[src/rtl/sample_packetizer_pkg.sv]
// Shared types and constants for the ADC sample packetizer feeding the FT232H bridge.
package sample_packetizer_pkg;

    typedef enum logic [2:0] {
        IDLE,
        SYNC,
        SEQ,
        LOAD,
        PAYLOAD,
        CSUM
    } state_t;

    localparam logic [7:0] SYNC_BYTE = 8'hA5;

    function automatic int bytes_per_sample(input int channels, input int sample_width);
        return channels * sample_width / 8;
    endfunction

endpackage

[src/rtl/sample_packetizer.sv]
// Frames multi-channel ADC sample words into SYNC/SEQ/payload/CSUM byte packets
// for the ft232h system-side AXI-Stream sink.
module sample_packetizer
    import sample_packetizer_pkg::*;
#(
    parameter int CHANNELS           = 2,
    parameter int SAMPLE_WIDTH       = 16,
    parameter int SAMPLES_PER_PACKET = 4
) (
    input  logic                             clk,
    input  logic                             rst_n,
    input  logic [CHANNELS*SAMPLE_WIDTH-1:0] sample_tdata,
    input  logic                             sample_tvalid,
    output logic                             sample_tready,
    output logic [7:0]                       byte_tdata,
    output logic                             byte_tvalid,
    input  logic                             byte_tready,
    output logic                             busy
);

    localparam int WORD_W = CHANNELS * SAMPLE_WIDTH;
    localparam int BPS    = bytes_per_sample(CHANNELS, SAMPLE_WIDTH);
    localparam int CNT_W  = $clog2(SAMPLES_PER_PACKET + 1);
    localparam int IDX_W  = (BPS > 1) ? $clog2(BPS) : 1;

    localparam logic [CNT_W-1:0] LAST_SAMPLE = CNT_W'(SAMPLES_PER_PACKET);
    localparam logic [IDX_W-1:0] LAST_BYTE   = IDX_W'(BPS - 1);

    generate
        if (SAMPLE_WIDTH % 8 != 0) begin : g_bad_width
            $error("sample_packetizer: SAMPLE_WIDTH must be a multiple of 8");
        end
        if (SAMPLES_PER_PACKET < 1) begin : g_bad_count
            $error("sample_packetizer: SAMPLES_PER_PACKET must be at least 1");
        end
    endgenerate

    state_t            state;
    logic [7:0]        seq;
    logic [7:0]        csum;
    logic [CNT_W-1:0]  sample_cnt;
    logic [IDX_W-1:0]  byte_idx;
    logic [WORD_W-1:0] shift_reg;
    logic [WORD_W-1:0] word_msb_first;
    logic [WORD_W-1:0] shift_next;

    // Channel 0 moves to the top so the word streams out MSB-first, channel by channel.
    always_comb begin
        word_msb_first = '0;
        for (int c = 0; c < CHANNELS; c++) begin
            word_msb_first[WORD_W-1-c*SAMPLE_WIDTH -: SAMPLE_WIDTH] =
                sample_tdata[c*SAMPLE_WIDTH +: SAMPLE_WIDTH];
        end
    end

    assign shift_next = shift_reg << 8;

    // Handshakes: a transfer happens on a rising edge where valid && ready. byte_tvalid
    // and byte_tdata are registered and held unchanged until the byte is taken;
    // sample_tready is high only in LOAD and never depends on byte_tready.
    always_ff @(posedge clk) begin
        if (!rst_n) begin
            state         <= IDLE;
            byte_tdata    <= 8'h00;
            byte_tvalid   <= 1'b0;
            sample_tready <= 1'b0;
            busy          <= 1'b0;
            seq           <= 8'h00;
            csum          <= 8'h00;
            sample_cnt    <= '0;
            byte_idx      <= '0;
            shift_reg     <= '0;
        end else begin
            case (state)
                IDLE: begin
                    if (sample_tvalid) begin
                        state       <= SYNC;
                        byte_tdata  <= SYNC_BYTE;
                        byte_tvalid <= 1'b1;
                        busy        <= 1'b1;
                    end
                end
                SYNC: begin
                    if (byte_tready) begin
                        state      <= SEQ;
                        byte_tdata <= seq;
                    end
                end
                SEQ: begin
                    if (byte_tready) begin
                        state         <= LOAD;
                        csum          <= seq;
                        byte_tvalid   <= 1'b0;
                        sample_tready <= 1'b1;
                    end
                end
                LOAD: begin
                    if (sample_tvalid && sample_tready) begin
                        state         <= PAYLOAD;
                        shift_reg     <= word_msb_first;
                        byte_tdata    <= word_msb_first[WORD_W-1 -: 8];
                        byte_tvalid   <= 1'b1;
                        sample_tready <= 1'b0;
                        byte_idx      <= '0;
                        sample_cnt    <= sample_cnt + CNT_W'(1);
                    end
                end
                PAYLOAD: begin
                    if (byte_tready) begin
                        csum <= csum ^ byte_tdata;
                        if (byte_idx == LAST_BYTE) begin
                            if (sample_cnt == LAST_SAMPLE) begin
                                state      <= CSUM;
                                byte_tdata <= csum ^ byte_tdata;
                            end else begin
                                state         <= LOAD;
                                byte_tvalid   <= 1'b0;
                                sample_tready <= 1'b1;
                            end
                        end else begin
                            byte_idx   <= byte_idx + IDX_W'(1);
                            shift_reg  <= shift_next;
                            byte_tdata <= shift_next[WORD_W-1 -: 8];
                        end
                    end
                end
                CSUM: begin
                    if (byte_tready) begin
                        state       <= IDLE;
                        seq         <= seq + 8'd1;
                        sample_cnt  <= '0;
                        byte_tvalid <= 1'b0;
                        busy        <= 1'b0;
                    end
                end
                default: begin
                    state <= IDLE;
                end
            endcase
        end
    end

endmodule

[config.mk]
export PLATFORM = sky130hd
export DESIGN_NAME = sample_packetizer
export DESIGN_NICKNAME = d
export VERILOG_FILES = /design/src/rtl/sample_packetizer_pkg.sv /design/src/rtl/sample_packetizer.sv
export SDC_FILE = /design/constraint.sdc
export NUM_CORES = 1
export LEC_CHECK = 0
export ABC_AREA = 0
export CAP_MARGIN = 5
export CORE_MARGIN = 4
export CORE_UTILIZATION = 68
export DETAILED_ROUTE_END_ITERATION = 10
export DONT_BUFFER_PORTS = 1
export PLACE_DENSITY_LB_ADDON = 0.1
export SLEW_MARGIN = 20
export SYNTH_ARGS = -nofsm -noshare
export SYNTH_HDL_FRONTEND = slang
export SYNTH_SLANG_ARGS = --single-unit
[constraint.sdc]
create_clock -name clk -period 4.8 [get_ports clk]
set_clock_uncertainty 0.1 [all_clocks]
set_input_delay 0.72 -clock clk [delete_from_list [all_inputs] [get_ports clk]]
set_output_delay 0.72 -clock clk [all_outputs]
set_load 0.05 [all_outputs]
==> results.yml, run 1 <==
status:
  status: "finished clean"
synthesis:
  postSynthCellCount: 398
  ys.flop_type: "dfxtp_1"
  ys_ff_latch: 59
  netlist_area_mm2: 0.003241
  synth_cell_type_count: 51
  ys_seq_area_share_pct: 36.45
  syn-num-nets: 438
  ys_warn_count: 0
  async_reset_ff_share_pct: 0
  synth.avg_cell_area_um2: 8.142
  synth-edff-count: 0
sta:
  hold_viol_final: 0
  setup_viol: 0
  worst_pin_slew_ps: 1007
  relSlewSlack_pct: 32.80
  period_minus_slack_ps: 2846
  rsz0062_at_grt: "no"
  fmaxAchievable_ghz: 0.3513
  tns_ps: 0
  slew_violations: 0
  finalCritPeriodShare_pct: 59.30
  setup_ws_ps: 1954
worst_hold_path:
  whs_path_depth: 2
  hold_path_class: "reg -> reg"
cells_and_area:
  drive_above_1_share_pct: 8.661
  largest_reg_flops: 24
  diodes: 0
  fin_util_pct: 74.47
  fin_nets: 416
  syn2layout_area_growth_pct: 2.819
  final_cell_mix: "dfxtp_1, nand2_1, a21oi_1, nor2_1, o21ai_0"
  final_common_cell: "dfxtp_1"
  finalNonFillerCells: 433
  fillCellCount: 341
job:
  drv_cap: 0
clocking:
  clockRootBuffer: "clkbuf_8"
  hold_buffers: 0
  cts_setup_buffers: 0
  cts_buffers: 9
  clock_latency_ps: 340
  h-tree-depth: 3
  cts.sinks: 59
  path_clk_slew_ps: 70
  cts_buffer_depth: 2
  post_cts_resized: 0
  cts_tree: "built"
die:
  core_area_mm2: 0.004474
  die_h_um: 77.04
  boundaryPins: 47
  die_area_mm2: 0.005934
  dieWidth_um: 77.04
  rows: 24
  start_util_pct: 72.43
route:
  routed_wl_um: 7543
  drt_iter0_markers: 189
  drcViolationCount: 0
  final_antenna_net_count: 0
  vias: 2869
  firstDrtPassIters: 5
  wl_per_cell_um: 17.42
  viasPerCell: 6.626
placement:
  place_ws_ps: 2038
  place_inst: 417
  numPortBuffers: 0
  gp_congestion: 0.7987
  dp_hpwl_um: 4860
global_route:
  globalRoute.totalOverflow: 0
  grt_pass1_vias: 2591
  grt_pass1_wl_um: 12480
  grt_max_degree: 53
  grtUsageTotal_pct: 26.06
  antenna_found_initial: 0
power:
  pwr-share-comb_pct: 19.1
  power_frac_seq_pct: 51.0
  powerDensity_mw_per_mm2: 416.5
  swShare_pct: 37.67
  leakage_nw: 1.108
  p_int_mw: 0.8650
  switching_power_mw: 0.5229
  ir_drop_v: 0.0002386
  p_clk_share_pct: 29.9
setup_path:
  worstSetupPathType: "reg -> reg"
  worstPathMaxFanout: 23
  reg2reg_depth: 4
  cp.arrival_ps: 2930
  start_kind: "register"
  worst_setup_path_end_kind: "register"
  worstPathRequired_ps: 4890
[synth_stat cells, drive strengths merged (8+ instances only)]
cell    number  share of area (%)
dfxtp       59                 36
nand2       56                6.5
a21oi       45                6.9
nor2        33                3.9
o21ai       29                4.6
clkbuf      20                2.3
buf         17                3.4
a311oi      16                4.3
nand4       13                2.5
mux2i       12                3.7
nand3b      10                2.3
xor2        10                2.7
a21o         8                1.9
[cells by family (layout without fill, tap and decap cells)]
| family | after synthesis | count (layout) | synth area share [%] |
|---|---|---|---|
| adders and majority gates | 4 | 4 | 1.544 |
| and+or+nand+nor | 136 | 136 | 21.08 |
| muxes | 12 | 12 | 3.707 |
| buffers and inverters | 44 | 27 | 6.486 |
| DFF | 59 | 59 | 36.45 |
| AOI/OAI and AO/OA | 127 | 127 | 26.41 |
| xor gates and xnor gates | 16 | 16 | 4.324 |
[metrics by stage]
| stage | total power, mW | hold WS [ps] | cell area [µm²] |
|---|---|---|---|
| 2_1_floorplan | 0.9439 | 349.9 | 3241 |
| 3_3_place_gp | 0.9708 | 360.0 | 3152 |
| 3_5_place_dp | 0.9779 | 363.2 | 3152 |
| 4_1_cts | 1.383 | 373.0 | 3332 |
| 5_1_grt | 1.444 | 391.0 | 3332 |
| 6_report | 1.388 | 370.9 | 3332 |
[worst max-delay path, cell delays in order (launching register included)]
cell and delay [ps]:
dfxtp_1 990, and3b_1 560, a31oi_1 260, nor2_2 590, a311oi_1 190
[path summary, 6_finish.rpt]
| kind | to | startpoint | slack, ps |
|---|---|---|---|
| setup / recovery | shift_reg[15] | state[1] | 1950 |
| hold / removal | shift_reg[13] | shift_reg[5] | 370 |
| setup reg to reg | shift_reg[15] | state[1] | 1950 |
| hold reg to reg | shift_reg[13] | shift_reg[5] | 370 |
[layer usage]
layer / share of wire [%] / routed length (µm) / GRT usage (%)
met4: 2.2 / 164 / 11.74
met5: 0 / 0 / 0
met3: 7.5 / 563 / 4.684
met1: 45 / 3427 / 35.51
met2: 45 / 3388 / 40.24
[power groups by stage]
| stage | logic, mW | clock network (mW) | registers, mW |
|---|---|---|---|
| CTS | 0.263 | 0.414 | 0.706 |
| finish | 0.266 | 0.415 | 0.708 |
| global route | 0.292 | 0.434 | 0.718 |
| floorplan | 0.274 | 0 | 0.670 |
| detailed placement | 0.262 | 0 | 0.716 |
| global placement | 0.257 | 0 | 0.713 |
[cell type report]
class                      count  area, µm²  area share, %
inverter                       7      26.28         0.7886
clock inverter                 4      25.02         0.7510
clock buffer                  12      155.1          4.656
sequential                    59       1181          35.45
multi-input combinational    295       1849          55.50
timing repair buffer           4      30.03         0.9012
tap                           52      65.06          1.953
(Power assumes the default switching activity.)
==> inputs of run 2 (changes only) <==
--- a/config.mk
+++ b/config.mk
@@ -8,7 +8,7 @@
 export ABC_AREA = 0
 export CAP_MARGIN = 5
 export CORE_MARGIN = 4
-export CORE_UTILIZATION = 68
+export CORE_UTILIZATION = 63
 export DETAILED_ROUTE_END_ITERATION = 10
 export DONT_BUFFER_PORTS = 1
 export PLACE_DENSITY_LB_ADDON = 0.1
==> constraint.sdc (replaced) <==
create_clock -name clk -period 2.7 [get_ports clk]
set_clock_uncertainty 0.1 [all_clocks]
set_input_delay 0.405 -clock clk [delete_from_list [all_inputs] [get_ports clk]]
set_output_delay 0.405 -clock clk [all_outputs]
set_load 0.05 [all_outputs]
==> results.yml, run 2 (synthesized netlist as in run 1, its figures left out) <==
placement:
  dp_hpwl_um: 5318
  place_ws_ps: 549.7
  numPortBuffers: 0
  place_inst: 440
  place_area_mm2: 0.003243
  gp_congestion: 0.8730
clocking:
  post_cts_resized: 0
  h-tree-depth: 3
  cts_buffers: 9
  cts_buffer_depth: 2
  path_clk_slew_ps: 60
  cts_tree: "built"
  clock_latency_ps: 330
  clockRootBuffer: "clkbuf_8"
  cts_setup_buffers: 0
  hold_buffers: 0
  cts.sinks: 59
global_route:
  globalRouteMet2Util_pct: 38.65
  grtUsageTotal_pct: 25.38
  globalRoute.totalOverflow: 0
  gr-usage-met3_pct: 4.628
  grt_pass1_vias: 2659
  grt_use_met1_pct: 34.62
  top_usage_layer: "met2"
  grt_max_degree: 36
  antenna_found_initial: 0
  grt_pass1_wl_um: 12740
cells_and_area:
  fin_nets: 424
  fin_util_pct: 70.58
  drive_above_1_share_pct: 10.31
  syn2layout_area_growth_pct: 5.598
  final_common_cell: "dfxtp_1"
  largest_reg_flops: 24
  finalNonFillerCells: 455
  diodes: 0
  stdcell_area_mm2: 0.003422
  final_cell_mix: "dfxtp_1, nand2_1, a21oi_1, nor2_1, o21ai_0"
worst_hold_path:
  hold_path_class: "in -> reg"
  hp-start: "rst_n"
setup_path:
  crit_cells: 6
  critPathCapture: "shift_reg[14]"
  start_kind: "register"
  startpoint: "state[2]"
  worstPathRequired_ps: 2770
  critPathBufInv: 2
  cp.arrival_ps: 2240
  reg2reg_depth: 6
  max_stage_delay_ps: 500
  worst-r2r-setup-slack_ps: 530
  worstSetupPathType: "reg -> reg"
  worst_setup_path_end_kind: "register"
  r2r_end: "shift_reg[14]"
  worstPathMaxFanout: 16
  crit_chain: "buf_4 > nor3b_4 > a31oi_1 > buf_4 > nor2_2 > a311oi_1"
  cp_common_cell: "buf_4"
  path_delay_family: "simple AND/OR/NAND/NOR gates"
  crit_path_top_delay_cell: "nor2_2"
  reg2reg_from: "state[2]"
sta:
  fmaxAchievable_ghz: 0.4616
  finalCritPeriodShare_pct: 80.24
  setup_viol: 0
  slew_violations: 0
  rsz0062_at_grt: "no"
  relSlewSlack_pct: 56.95
  period_minus_slack_ps: 2167
  hold_slack_ps: 114.7
  tns_ps: 0
  worst_pin_slew_ps: 644.9
  setup_ws_ps: 533.4
  hold_viol_final: 0
die:
  dieWidth_um: 79.72
  die_area_mm2: 0.006355
  start_util_pct: 66.84
  core_area_mm2: 0.004848
  rows: 25
  boundaryPins: 47
  die_h_um: 79.72
route:
  viasPerCell: 6.312
  firstDrtPassIters: 5
  routed_wl_um: 7643
  drt_iter0_markers: 189
  final_antenna_net_count: 0
  wl_per_cell_um: 16.80
  vias: 2872
  drcViolationCount: 0
power:
  power_frac_seq_pct: 45.7
  switching_power_mw: 0.9158
  p_clk_share_pct: 29.3
  total_power_mw: 2.505
  p_int_mw: 1.589
  ir_drop_v: 0.0005134
  powerDensity_mw_per_mm2: 731.9
  swShare_pct: 36.56
  leakage_nw: 1.160
  pwr-share-comb_pct: 25.1
job:
  drv_cap: 0
status:
  status: "finished clean"
==> run 2: worst min path at each step <==
stage	endpoint	slack (ps)	cells after the start
2_1_floorplan	shift_reg[0]	350	2
3_3_place_gp	shift_reg[23]	360	2
3_5_place_dp	shift_reg[0]	370	2
4_1_cts	state[2]	110	1
5_1_grt	byte_tdata[5]	100	1
6_report	byte_tdata[0]	110	1
==> run 2: layout make-up <==
| type | count | area [µm²] |
|---|---|---|
| inverter | 7 | 26.28 |
| clock inverter | 2 | 10.01 |
| clock buffer | 13 | 168.9 |
| sequential | 59 | 1181 |
| multi-input combinational | 295 | 1849 |
| fill | 395 | 1426 |
| tap | 67 | 83.83 |
| timing repair buffer | 12 | 102.6 |
==> run 2: layer usage <==
layer / part of all wire (%) / up-vias
li1: - / 1410
met5: 0 / -
met3: 7.2 / 17
met1: 44 / 1342
met2: 46 / 103
met4: 2.6 / 0
==> run 2: worst reg2reg max path, delay by kind of cell (launching register included) <==
family | cells | cell delay, ps
compound gates | 2 | 290
buf+inv | 2 | 410
flops | 1 | 460
simple gates | 2 | 760
==> run 2: power groups by stage <==
stage / Sequential [mW] / Combinational, mW / Clock, mW
after floorplan: 1.19 / 0.486 / 0
after global placement: 1.16 / 0.615 / 0
after detailed placement: 1.16 / 0.624 / 0
after CTS: 1.14 / 0.625 / 0.742
after global routing: 1.15 / 0.681 / 0.786
final: 1.14 / 0.627 / 0.734
